$ cat src/rtl/rat_io_responder.sv
// Port-I/O responder: OUT writes go to LED/7-seg latches and a down-counting interval timer; IN reads are combinational.
// Write latency 1 cycle; read latency 0 cycles; no backpressure (every strobe is accepted), expire raises a held interrupt.
`timescale 1ns/1ps
module rat_io_responder #(
    parameter int PRESCALE    = 100,
    parameter int SYNC_STAGES = 2
) (
    input  logic       clk,
    input  logic       rst,
    input  logic [7:0] port_id,
    input  logic [7:0] out_port,
    input  logic       io_strb,
    output logic [7:0] in_port,
    output logic       interrupt,
    input  logic [7:0] switches,
    input  logic [3:0] buttons,
    output logic [7:0] leds,
    output logic [7:0] sseg
);

    typedef enum logic {IDLE, RUN} state_t;

    localparam logic [7:0] PORT_SW     = 8'h00;
    localparam logic [7:0] PORT_BTN    = 8'h01;
    localparam logic [7:0] PORT_STAT   = 8'h02;
    localparam logic [7:0] PORT_CNT_LO = 8'h03;
    localparam logic [7:0] PORT_CNT_HI = 8'h04;
    localparam logic [7:0] PORT_RLD_LO = 8'h30;
    localparam logic [7:0] PORT_RLD_HI = 8'h31;
    localparam logic [7:0] PORT_CTRL   = 8'h32;
    localparam logic [7:0] PORT_ACK    = 8'h33;
    localparam logic [7:0] PORT_LEDS   = 8'h40;
    localparam logic [7:0] PORT_SSEG   = 8'h41;

    localparam logic [15:0] PRESC_LAST = 16'(PRESCALE - 1);

    state_t      r_state;
    logic [7:0]  r_leds;
    logic [7:0]  r_sseg;
    logic [15:0] r_reload;
    logic        r_en;
    logic        r_auto;
    logic [15:0] r_count;
    logic [15:0] r_presc;
    logic        r_pending;

    logic [SYNC_STAGES-1:0][7:0] r_sw_sync;
    logic [SYNC_STAGES-1:0][3:0] r_btn_sync;

    state_t      w_state_nxt;
    logic [15:0] w_count_nxt;
    logic [15:0] w_presc_nxt;
    logic        w_en_nxt;
    logic        w_auto_nxt;
    logic        w_pending_nxt;
    logic        w_tick;
    logic        w_expire;
    logic        w_wr_ctrl;
    logic        w_wr_ack;
    logic [15:0] w_reload_eff;

    assign w_wr_ctrl    = io_strb && (port_id == PORT_CTRL);
    assign w_wr_ack     = io_strb && (port_id == PORT_ACK);
    // A zero reload would never reach the count==1 expire point, so it runs as 1.
    assign w_reload_eff = (r_reload == 16'd0) ? 16'd1 : r_reload;

    always_ff @(posedge clk) begin
        if (rst) begin
            r_state   <= IDLE;
            r_count   <= 16'd0;
            r_presc   <= 16'd0;
            r_en      <= 1'b0;
            r_auto    <= 1'b0;
            r_pending <= 1'b0;
        end else begin
            r_state   <= w_state_nxt;
            r_count   <= w_count_nxt;
            r_presc   <= w_presc_nxt;
            r_en      <= w_en_nxt;
            r_auto    <= w_auto_nxt;
            r_pending <= w_pending_nxt;
        end
    end

    // A control write in a cycle overrides any tick that cycle would have produced.
    always_comb begin
        w_state_nxt = r_state;
        w_count_nxt = r_count;
        w_presc_nxt = r_presc;
        w_en_nxt    = r_en;
        w_auto_nxt  = r_auto;
        w_tick      = 1'b0;
        w_expire    = 1'b0;
        if (w_wr_ctrl) begin
            w_en_nxt   = out_port[0];
            w_auto_nxt = out_port[1];
            if (out_port[0]) begin
                w_state_nxt = RUN;
                w_count_nxt = w_reload_eff;
                w_presc_nxt = 16'd0;
            end else begin
                w_state_nxt = IDLE;
            end
        end else if (r_state == RUN) begin
            if (r_presc == PRESC_LAST) begin
                w_presc_nxt = 16'd0;
                w_tick      = 1'b1;
            end else begin
                w_presc_nxt = r_presc + 16'd1;
            end
            if (w_tick) begin
                if (r_count == 16'd1) begin
                    w_expire = 1'b1;
                    if (r_auto) begin
                        w_count_nxt = w_reload_eff;
                    end else begin
                        w_en_nxt    = 1'b0;
                        w_count_nxt = 16'd0;
                        w_state_nxt = IDLE;
                    end
                end else if (r_count != 16'd0) begin
                    w_count_nxt = r_count - 16'd1;
                end
            end
        end
        // Expire beats a same-cycle acknowledge so no event is lost.
        w_pending_nxt = w_expire | (r_pending & ~w_wr_ack);
    end

    always_ff @(posedge clk) begin
        if (rst) begin
            r_leds   <= 8'd0;
            r_sseg   <= 8'd0;
            r_reload <= 16'd0;
        end else if (io_strb) begin
            case (port_id)
                PORT_LEDS:   r_leds          <= out_port;
                PORT_SSEG:   r_sseg          <= out_port;
                PORT_RLD_LO: r_reload[7:0]   <= out_port;
                PORT_RLD_HI: r_reload[15:8]  <= out_port;
                default:     ;
            endcase
        end
    end

    always_ff @(posedge clk) begin
        if (rst) begin
            r_sw_sync  <= '0;
            r_btn_sync <= '0;
        end else begin
            r_sw_sync  <= {r_sw_sync[SYNC_STAGES-2:0], switches};
            r_btn_sync <= {r_btn_sync[SYNC_STAGES-2:0], buttons};
        end
    end

    always_comb begin
        in_port = 8'h00;
        case (port_id)
            PORT_SW:     in_port = r_sw_sync[SYNC_STAGES-1];
            PORT_BTN:    in_port = {4'b0000, r_btn_sync[SYNC_STAGES-1]};
            PORT_STAT:   in_port = {5'b00000, (r_state == RUN), r_en, r_pending};
            PORT_CNT_LO: in_port = r_count[7:0];
            PORT_CNT_HI: in_port = r_count[15:8];
            default:     in_port = 8'h00;
        endcase
    end

    assign interrupt = r_pending;
    assign leds      = r_leds;
    assign sseg      = r_sseg;

endmodule

$ cat config.mk
export PLATFORM = sky130hd
export DESIGN_NAME = rat_io_responder
export DESIGN_NICKNAME = d
export VERILOG_FILES = /design/src/rtl/rat_io_responder.sv
export SDC_FILE = /design/constraint.sdc
export NUM_CORES = 1
export LEC_CHECK = 0
export BUFFER_PORTS_ARGS = -buffer_cell sky130_fd_sc_hd__buf_2
export CORE_UTILIZATION = 30
export CTS_CLUSTER_SIZE = 30
export DETAILED_ROUTE_END_ITERATION = 6
export PLACE_DENSITY_LB_ADDON = 0.2
export SETUP_SLACK_MARGIN = 0.05
export SKIP_LAST_GASP = 1
export SYNTH_ARGS = -nofsm -noshare
export SYNTH_HDL_FRONTEND = slang
export SYNTH_SLANG_ARGS = --single-unit
$ cat constraint.sdc
create_clock -name clk -period 2.54 [get_ports clk]
set_input_delay 0.508 -clock clk [delete_from_list [all_inputs] [get_ports clk]]
set_output_delay 0.508 -clock clk [all_outputs]
set_load 0.02 [all_outputs]
Yosys cells after proc, flatten, opt, wreduce, memory -nomap -nowiden
Index checks and enable logic that the tools add are counted.
W data, S select, Z words.
{"block": "totals", "ff_bits": 92, "inputBits": 31, "out_inout_bits": 25, "wordCells": 80}
{"block": "classes", "add_sub_neg": 2, "n_eq_ne": 14, "muxes": 31, "bitwise_logic": 3, "reduce_logical": 16}
{"cell": "$mux W16", "n": 12}
{"cell": "$pmux W8 S5", "n": 1}
{"cell": "$eq A8 B6 Y1 const B", "n": 4}
{"cell": "$mux W1", "n": 18}
{"cell": "$add A16 B1 Y16 const B", "n": 1}
{"cell": "$eq A16 B1 Y1 const B", "n": 1}
{"cell": "$eq A16 B7 Y1 const B", "n": 1}
{"cell": "$eq A8 B2 Y1 const B", "n": 2}
{"cell": "$eq A8 B7 Y1 const B", "n": 2}
{"cell": "$logic_not A16 Y1", "n": 1}
{"cell": "$reduce_bool A16 Y1", "n": 1}
{"cell": "$sub A16 B1 Y16 const B", "n": 1}
{"cell": "$reduce_and A2 Y1", "n": 5}
{"cell": "$eq A8 B1 Y1 const B", "n": 1}
{"cell": "$eq A8 B3 Y1 const B", "n": 1}
{"cell": "$logic_not A8 Y1", "n": 1}
{"cell": "$reduce_and A4 Y1", "n": 2}
{"cell": "$reduce_bool A2 Y1", "n": 3}
{"cell": "$reduce_bool A3 Y1", "n": 1}
{"cell": "$logic_and A1 B1 Y1", "n": 2}
{"cell": "$ne A2 B1 Y1 const B", "n": 1}
{"cell": "$ne A2 B2 Y1 const B", "n": 1}
{"cell": "$and A1 B1 Y1", "n": 1}
{"cell": "$not A1 Y1", "n": 1}
{"cell": "$or A1 B1 Y1", "n": 1}

Longest topological paths before layout
{"block": "depth", "depth_word": 8, "ltp_mapped": 9, "ltp_nobuf": 7}

Worst setup path before layout
OpenSTA, ideal clock, no wires.
{"block": "synth_path", "path_kind": "in2out", "start": "input port_id[5]", "end": "output in_port[3]", "t_arrival_ns": 2.086, "required_ns": 2.032, "setup_slack_ns": -0.054, "cell_stages": 6, "n_path_buf": 2, "cell_sequence": "clkbuf_1 -> or4_1 -> nor4bb_1 -> clkbuf_1 -> a222oi_1 -> nand2_1"}
{"block": "synth_between", "elab_chain_len": 2, "word_cells_on_any_way": 6, "cone_classes": "eq/ne (4); mux (1); reduce/logical (1)"}
{"item": "from (decl)", "line_no": "10", "rtl": "input logic [7:0] port_id,"}
{"item": "$eq A8 B3 Y1 (tied with other cells)", "line_no": "158", "rtl": "case (port_id)"}
{"item": "$pmux W8 S5 (*)", "line_no": "158"}
{"item": "to (decl)", "line_no": "13", "rtl": "output logic [7:0] in_port,"}
Every way passes the cells marked *; elsewhere a longest branch is shown, timed or not.

Final worst setup path
{"block": "layout_path", "start": "input port_id[7]", "end": "output in_port[2]"}
The elaborated chain is that of the path after synthesis.

==> results.yml <==
drt:
  drtIter0Drc: 296
  vias: 3797
  ant_nets: 0
  drc: 4
  wirelength_mm: 11.7
  wl_per_cell_microns: 16.2
  viasPerCell: 5.27
  dr.pass1.iters: 7
placement:
  placed_cells: 704
  io_buffers: 55
  dpl.hpwl_mm: 8.38
  placed_cell_area_sq_um: 4890
  place.gp.congestion: 0.889
outcome:
  violations: "design-rule violations"
  outcome: "finished with violations"
synth:
  synth_cells: 465
  yosysUniqueCellTypes: 52
  synth_fp_nets: 500
  ys_seq_elements: 92
  netlist_area_sq_um: 4210
  ys_warn_count: 0
  synth_ff_type: "dfxtp_1"
  async_flop_share: 0
  syn_area_per_cell_sq_um: 9.05
  synth-edff-count: 0
  synth.yosys.seq_area_share: 0.438
clock_network:
  insertion_delay_ns: 0.36
  numCtsBuffers: 9
  cts_tree: "done"
  clock-sinks: 92
  postCtsHoldBufs: 0
  clk_pin_slew_ns: 0.07
  clock-root-buffer: "clkbuf_16"
  clock_path_buffers: 2
  cts_max_level: 3
timing:
  setup_violations: 0
  drv_slew: 0
  tightest_slew_ns: 0.516
  hold_viol: 0
  rsz0062_at_grt: "yes"
  fin_worst_skew_ns: 0.00484
  hold_ws_ns: 0.363
  fin_setup_tns_ns: 0
  period_share: 0.962
  slew_headroom: 0.651
  max_freq_mhz: 409
  period_needed_ns: 2.44
die:
  dieArea_sq_um: 14500
  die_x_microns: 120
  chipHeight_microns: 120
  core_sq_um: 13500
  io_pins: 56
  fp-row-count: 42
  start_util: 0.313
cells_and_area:
  drive_gt1_frac: 0.228
  antenna_cells: 0
  instances_no_fill: 721
  nets: 575
  area_delta_synth_final_pct: 26.5
  fin_util: 0.395
  fill_cells: 1400
  design_area_sq_um: 5320
global_routing:
  gr-total-overflow: 0
  grt_pass1_vias: 3718
  grt_max_degree: 44
  antenna_found_initial: 0
  grt_use_total: 0.168
  grt_pass1_wl_mm: 18.8
critical_path:
  crit_path_end_kind: "primary output"
  critical_path.startpoint_type: "input pin"
  arrival_ns: 1.94
  cp_cell_sequence: "buf_8 > or4_4 > nor4bb_4 > buf_6 > a222oi_1 > nand2_1 > buf_6"
  path_class: "in2out"
  critPathRequiredTime_ns: 2.03
  cp_top_family: "simple AND/OR/NAND/NOR gates"
  crit_fanout: 8
  max_stage_delay_ns: 0.54
  crit_buf_inv: 3
  crit_top_cell: "buf_6"
  crit_slowest_cell: "or4_4"
pwr:
  switching_share: 0.240
  clockPowerShare: 0.480
  p_sw_mw: 0.730
  leakagePower_nw: 2.29
  pwr-share-seq: 0.482
  p_per_area_nw_per_um2: 572
  ir_worst_vdd_uv: 323
  intPower_mw: 2.31
  combPwrFrac: 0.038
hold_path:
  holdCritPathClass: "in2reg"
flow_run:
  max_cap_viol_count: 0
-- repair_timing --
action / CTS / global route
pin swaps: 1 / 8
setup buffers: 0 / 1
setup endpoints to repair: 4 / 11
gates resized for setup: 5 / 18
-- synthesized netlist by cell type, drive strengths merged (2+ instances only) --
| master | count | area share |
|---|---|---|
| or4b | 3 | 0.0071 |
| a211oi | 7 | 0.012 |
| o211ai | 2 | 0.0036 |
| nand2 | 33 | 0.029 |
| o31ai | 2 | 0.0036 |
| xor2 | 5 | 0.010 |
| and2 | 2 | 0.0030 |
| nor3 | 16 | 0.019 |
| nand4 | 5 | 0.0074 |
| inv | 12 | 0.011 |
| and4 | 3 | 0.0062 |
| a221oi | 4 | 0.0083 |
| dfxtp | 92 | 0.44 |
| a32oi | 7 | 0.015 |
| nor4 | 9 | 0.015 |
| a22oi | 17 | 0.030 |
| xnor2 | 10 | 0.021 |
| buf | 8 | 0.014 |
| or4 | 9 | 0.017 |
| ha | 4 | 0.012 |
| o21ai | 4 | 0.0048 |
| nor4bb | 2 | 0.0048 |
| o32ai | 12 | 0.025 |
| or3 | 9 | 0.013 |
| nor2 | 62 | 0.055 |
| nor2b | 24 | 0.036 |
| a222oi | 8 | 0.019 |
| nand3 | 8 | 0.0095 |
| mux2i | 32 | 0.076 |
| a21oi | 15 | 0.018 |
| clkbuf | 24 | 0.021 |
-- final timing paths --
check	start	end	slack, ns	cells past startpoint
min	switches[0]	r_sw_sync[0]	0.36	2
max reg2reg	r_count[14]	r_count[5]	0.19	7
min reg2reg	r_btn_sync[3]	r_btn_sync[7]	0.44	1
max	port_id[7]	in_port[2]	0.1	7
-- logic make-up (layout without fill, tap and decap cells) --
family,after synthesis,after routing,share of synthesized area
simple gates,193,193,0.239
flops,92,92,0.438
compound gates,85,85,0.158
buf+inv,44,124,0.0464
mux,32,32,0.0761
xor+xnor,15,15,0.0312
fa+ha+maj,4,4,0.0119
-- cell usage in the layout, fill, tap and decap left out, types with 2 or more instances in the layout --
| master | netlist | routed |
|---|---|---|
| a22oi_1 | 17 | 16 |
| nor4_1 | 8 | 8 |
| ha_1 | 4 | 4 |
| or4_4 | 1 | 3 |
| xnor2_1 | 10 | 10 |
| inv_8 | 0 | 4 |
| o21ai_0 | 4 | 4 |
| nor2_1 | 62 | 62 |
| a32oi_1 | 7 | 7 |
| a211oi_1 | 7 | 7 |
| or3_1 | 9 | 9 |
| o31ai_1 | 2 | 2 |
| buf_4 | 3 | 41 |
| buf_6 | 2 | 6 |
| or4_1 | 8 | 6 |
| or4b_2 | 2 | 2 |
| nor2b_1 | 24 | 24 |
| clkbuf_16 | 0 | 9 |
| a221oi_1 | 4 | 3 |
| dfxtp_1 | 92 | 92 |
| o211ai_1 | 2 | 2 |
| nand2_1 | 33 | 33 |
| xor2_1 | 5 | 5 |
| mux2i_1 | 32 | 32 |
| inv_1 | 12 | 12 |
| buf_2 | 3 | 45 |
| and4_1 | 3 | 3 |
| nand3_1 | 8 | 8 |
| a222oi_1 | 8 | 8 |
| nor3_1 | 16 | 16 |
| nand4_1 | 5 | 5 |
| o32ai_1 | 12 | 12 |
| a21oi_1 | 15 | 15 |
| buf_12 | 0 | 3 |
-- worst register-to-register path, stage by stage (launching register included) --
cell	delay (ns)
dfxtp_1	0.33
or4_1	0.56
or4_4	0.55
o311ai_4	0.23
buf_4	0.19
buf_4	0.16
a21oi_1	0.08
o32ai_1	0.15
-- layer usage --
layer,vias to the layer above,GRT usage,wire length [microns]
met1,1808,0.210,5060
met4,0,0.0633,295
met2,119,0.274,5770
li1,1851,-,-
met3,19,0.0472,584
met5,-,0,0
-- power groups by stage --
stage	Combinational [mW]	Sequential, mW	Clock, mW
3_3_place_gp	0.108	1.50	0
4_1_cts	0.111	1.47	1.50
2_1_floorplan	0.0568	1.50	0
6_report	0.115	1.47	1.46
3_5_place_dp	0.110	1.50	0
5_1_grt	0.128	1.47	1.55
-- stage by stage --
step | setup slack [ns] | power (mW)
after floorplan | 0.0588 | 1.55
after global placement | 0.0186 | 1.61
after detailed placement | 0.0136 | 1.61
after CTS | 0.0436 | 3.07
after global routing | 0.0125 | 3.15
final | 0.0953 | 3.04
-- state kept, by name, indices dropped and copies added, names as in the netlist, 8 cells and up --
name / cells
r_count: 16
leds: 8
r_presc: 16
r_btn_sync: 8
r_reload: 16
sseg: 8
r_sw_sync: 16
-- cell type report --
type | instances | area [sq um] | area share
multi-input cells | 329 | 2210 | 0.416
clock buffers | 9 | 225 | 0.0423
repair buffers | 96 | 676 | 0.127
clock inverters | 7 | 100 | 0.0188
flip-flops and latches | 92 | 1840 | 0.346
inverters | 12 | 45.0 | 0.00847
well taps | 176 | 220 | 0.0414
(Power assumes the default switching activity.)
